===== config.mk =====
export PLATFORM = sky130hd
export DESIGN_NAME = inst_loader
export DESIGN_NICKNAME = d
export VERILOG_FILES = /design/src/rtl/inst_loader.sv
export SDC_FILE = /design/constraint.sdc
export NUM_CORES = 1
export LEC_CHECK = 0
export ABC_CLOCK_PERIOD_IN_PS = 3600
export BUFFER_PORTS_ARGS = -buffer_cell sky130_fd_sc_hd__buf_4
export CAP_MARGIN = 25
export CORE_MARGIN = 1
export CORE_UTILIZATION = 30
export CTS_BUF_LIST = sky130_fd_sc_hd__clkbuf_4
export CTS_CLUSTER_DIAMETER = 50
export CTS_CLUSTER_SIZE = 28
export DETAILED_ROUTE_END_ITERATION = 16
export HOLD_SLACK_MARGIN = 0.15
export MAX_ROUTING_LAYER = met4
export PLACE_DENSITY = 0.59
export SYNTH_ARGS = -nofsm -noshare
export SYNTH_HDL_FRONTEND = slang
export SYNTH_SLANG_ARGS = --single-unit

===== constraint.sdc =====
create_clock -name clk -period 3.6 [get_ports clk]
set_input_delay 0.54 -clock clk [delete_from_list [all_inputs] [get_ports clk]]
set_output_delay 0.54 -clock clk [all_outputs]
set_load 0.01 [all_outputs]

===== src/rtl/inst_loader.sv =====
`default_nettype none
// ============================================================================
//  Module   : inst_loader
//  Purpose  : Boot-time owner of the instruction memory byte port. Receives a
//             length-prefixed program image from the UART, writes it into
//             instruction memory while the core is stalled, sends one ack
//             byte to the host, then hands the memory port to core fetch.
//  Revision : 1.0 - initial release
// ============================================================================
module inst_loader #(
  parameter int         ADDR_W   = 12,
  parameter logic [7:0] ACK_BYTE = 8'hAA
) (
  input  logic              clk,
  input  logic              rst,
  input  logic              rx_valid,
  input  logic [7:0]        rx_data,
  output logic              rx_ready,
  output logic              tx_valid,
  output logic [7:0]        tx_data,
  input  logic              tx_ready,
  input  logic [ADDR_W-1:0] fetch_addr,
  output logic              fetch_stall,
  output logic              core_run,
  output logic [ADDR_W-1:0] mem_addr,
  output logic              mem_we,
  output logic [7:0]        mem_wdata,
  output logic              err
);

  // Controller states
  localparam logic [2:0] c_HDR  = 3'd0;
  localparam logic [2:0] c_LOAD = 3'd1;
  localparam logic [2:0] c_ACK  = 3'd2;
  localparam logic [2:0] c_RUN  = 3'd3;
  localparam logic [2:0] c_ERR  = 3'd4;

  // Memory capacity in bytes, one bit wider than len so the compare is exact
  localparam logic [32:0] c_CAP = 33'd1 << ADDR_W;

  logic [2:0]        r_state;
  logic [1:0]        r_hdr_cnt;
  logic [ADDR_W-1:0] r_wptr;
  logic [31:0]       r_len;

  logic              w_accept;
  logic [31:0]       w_len_next;
  logic              w_len_bad;
  logic              w_last;

  // Header bytes arrive MSB first, so each accepted byte shifts in at the bottom
  assign w_accept   = rx_valid & rx_ready;
  assign w_len_next = {r_len[23:0], rx_data};
  // Length must be word aligned and fit in memory; compared at full width
  assign w_len_bad  = (w_len_next[1:0] != 2'b00) || ({1'b0, w_len_next} > c_CAP);
  // Byte being written is the final one of the image
  assign w_last     = ({{(32-ADDR_W){1'b0}}, r_wptr} == (r_len - 32'd1));

  // Controller state, header parsing and write pointer
  always_ff @(posedge clk) begin
    if (rst) begin
      r_state   <= c_HDR;
      r_hdr_cnt <= 2'd0;
      r_wptr    <= '0;
      r_len     <= 32'd0;
    end else begin
      case (r_state)
        c_HDR: begin
          if (w_accept) begin
            r_len     <= w_len_next;
            r_hdr_cnt <= r_hdr_cnt + 2'd1;
            if (r_hdr_cnt == 2'd3) begin
              if (w_len_next == 32'd0) begin
                r_state <= c_ACK;
              end else if (w_len_bad) begin
                r_state <= c_ERR;
              end else begin
                r_state <= c_LOAD;
                r_wptr  <= '0;
              end
            end
          end
        end
        c_LOAD: begin
          if (w_accept) begin
            r_wptr <= r_wptr + 1'b1;
            if (w_last) begin
              r_state <= c_ACK;
            end
          end
        end
        c_ACK: begin
          if (tx_ready) begin
            r_state <= c_RUN;
          end
        end
        default: begin
          r_state <= r_state;
        end
      endcase
    end
  end

  // Output decode; memory port goes to fetch only once the core is running
  always_comb begin
    rx_ready    = (r_state == c_HDR) || (r_state == c_LOAD);
    tx_valid    = (r_state == c_ACK);
    tx_data     = ACK_BYTE;
    core_run    = (r_state == c_RUN);
    fetch_stall = (r_state != c_RUN);
    err         = (r_state == c_ERR);
    mem_we      = (r_state == c_LOAD) && rx_valid;
    mem_wdata   = rx_data;
    mem_addr    = (r_state == c_RUN) ? fetch_addr : r_wptr;
  end

endmodule
`default_nettype wire


==> results.yml <==
outcome:
  outcome: "finished, final reports clean"
sta:
  hold_viol: 0
  rsz0062_at_grt: "false"
  max-slew-margin-rel_pct: 55.3
  timing.fmax_mhz: 348
  fin_crit_sh_pct: 79.8
  setup_violations: 0
  drv_slew: 0
  tns_ns: 0
  fin_skew_ns: 0.00856
  tightest_slew_ns: 0.668
  post-route-min-period_ns: 2.87
routing:
  antenna_left: 0
  vias: 2877
  drt_iter0_drc: 164
  via_per_inst: 5.07
  post_drt_wl_per_cell_um: 14.0
  dr.pass1.iters: 4
  remaining_drc_errors: 0
  routed_wl_um: 7930
synth:
  synth_edf_count: 0
  synth.distinct_cells: 61
  synth_mux_area_share_pct: 4.62
  post_synth_xor_area_fraction_pct: 7.80
  async_flop_share_pct: 0
  synth_compound_area_share_pct: 14.2
  yosys.area_share.simple_pct: 31.8
  synth_top_family_by_area: "simple AND/OR/NAND/NOR gates"
  synth_flop_cell: "dfxtp_1"
  syn-instance-count: 406
  synthAdderAreaFrac_pct: 1.19
  syn-cell-area_um2: 3140
  ys_seq_area_share_pct: 31.2
  postSynthAreaPerCell_um2: 7.74
  yosysWarnings: 0
  yosys_register_bits: 49
worst_setup_path:
  slowest_stage: "nor3b_1"
  cpPeakStageDelay_ns: 0.50
  worst-setup-path-type: "reg -> reg"
  path_cells: "inv_1 > ha_1 > nor3b_1 > a31oi_1 > nor4_4 > a31oi_2 > nor4_1 > xnor2_1 > nor2_1"
  start_kind: "flip-flop"
  path_max_fanout: 12
  cp-end-kind: "flip-flop"
  arrival_ns: 3.15
  critical_path_required_ns: 3.88
  r2r_cells: 9
power_and_ir_drop:
  power_mw: 1.12
  p_per_area_nw_per_um2: 314
  p_leak_nw: 1.34
  irDropWorstVdd_uv: 136
clock_tree:
  clock_sinks: 49
  htree_levels: 2
  post_cts_buffers: 0
  cts_buffer_depth: 2
  hold_buffers: 0
  cts_made_buffers: 5
  cts_tree: "done"
  path_clk_slew_ns: 0.15
  root_buffer: "clkbuf_4"
  cts-resized-gates: 0
  clk_latency_ns: 0.38
global_route:
  grt_max_degree: 41
  track_usage_pct: 15.3
  antenna_found_initial: 0
  grt_pass1_wl_um: 13300
  grt.overflow.total: 0
  grt_pass1_vias: 2625
finish:
  drive_above_1_share_pct: 21.3
  area_delta_synth_final_pct: 12.9
  nets: 457
  final_common_cell: "nand2_1"
  final_cell_mix: "nand2_1 (82), buf_4 (52), dfxtp_1 (49)"
  fillers: 1085
  n_antenna_cell: 0
die:
  dieArea_um2: 10900
  fp-row-count: 37
  die_w_um: 104
  boundaryPins: 58
  die_h_um: 104
  start_util_pct: 30.7
  core_um2: 10200
worst_hold_path:
  hold-path-cell-count: 3
  hold_class: "in -> reg"
placement:
  hpwl_um: 5950
  port_buffers: 49
  gp_congestion: 0.882
run:
  cap_violations: 0
-- final cells by class --
cell class	count	area, µm²	share of cell area (%)
multi-input combinational	311	1900	53.6
sequential	49	981	27.6
timing repair buffer	52	390	11.0
tap	136	170	4.79
inverter	11	41.3	1.16
clock buffer	5	37.5	1.06
clock inverter	3	25.0	0.705
-- path summary, 6_finish.rpt --
path / start / endpoint / slack [ns]
max reg2reg: r_len[0] / r_wptr[9] / 0.73
max: r_len[0] / r_wptr[9] / 0.73
min reg2reg: r_len[31] / r_len[31] / 0.47
min: rx_data[5] / r_len[5] / 0.41
-- synth_stat cells, types with 3 or more instances --
cell type	n	area [µm²]
nor3_1	12	60.1
buf_2	5	25.0
dfxtp_1	49	981
o21a_1	3	22.5
nor2_1	29	109
nand3_1	11	55.1
o21ai_0	7	35.0
nor3b_1	4	30.0
and3_1	4	25.0
mux2_2	12	135
nor4_1	6	37.5
o21bai_1	3	22.5
inv_1	11	41.3
buf_4	18	135
or3_1	3	18.8
nand4_1	4	25.0
xnor2_1	19	166
a31oi_1	4	25.0
nor4_2	8	100
clkbuf_1	14	52.6
xor2_1	9	78.8
ha_1	3	37.5
a21oi_1	38	190
nand2_1	82	308
-- metal layers --
layer / up-vias / share of wire, % / GRT usage [%] / wire length, µm
met2: 77 / 47 / 24.4 / 3710
met1: 1350 / 47 / 19.5 / 3720
met5: - / 0 / - / 0
met4: 0 / 1.9 / 4.59 / 150
met3: 15 / 4.3 / 2.82 / 343
li1: 1435 / - / - / -
-- critical path, delay by kind of cell (launching register included) --
family | cells | cell delay, ns
AO/OA/AOI/OAI | 2 | 0.53
XOR/XNOR | 1 | 0.16
adder cells (fa/ha/maj) | 1 | 0.36
buffers and inverters | 1 | 0.09
flip-flops | 1 | 0.41
AND/OR/NAND/NOR | 4 | 1.22
-- sequential cells by signal, indices dropped and copies added (netlist names) --
| signal | flops |
|---|---|
| r_hdr_cnt | 2 |
| r_state | 3 |
| r_len | 32 |
| r_wptr | 12 |
-- through the flow --
stage / worst slack [ns] / hold slack (ns) / util, % / area [µm²] / std cells
2_1_floorplan: 1.18 / 0.431 / - / 3170 / 412
3_3_place_gp: 0.812 / 0.438 / 34.1 / 3490 / 559
3_5_place_dp: 0.735 / 0.450 / 34.1 / 3490 / 559
4_1_cts: 0.730 / 0.404 / 34.7 / 3550 / 567
5_1_grt: 0.492 / 0.403 / 34.7 / 3550 / 567
6_report: 0.726 / 0.412 / 34.7 / 3550 / 567
-- report_power, final --
part / switching, mW / leakage (nW) / internal, mW / total, mW
Clock: 0.196 / 0.0322 / 0.0815 / 0.278
Combinational: 0.146 / 0.908 / 0.105 / 0.251
Sequential: 0.0292 / 0.397 / 0.558 / 0.587
-- cells by family after synthesis --
logic type	after synthesis
DFF	49
other	2
AOI/OAI and AO/OA	73
xor gates and xnor gates	28
and+or+nand+nor	186
muxes	13
buffers and inverters	52
adders and majority gates	3
No activity file was read; power rests on OpenSTA's default activity.
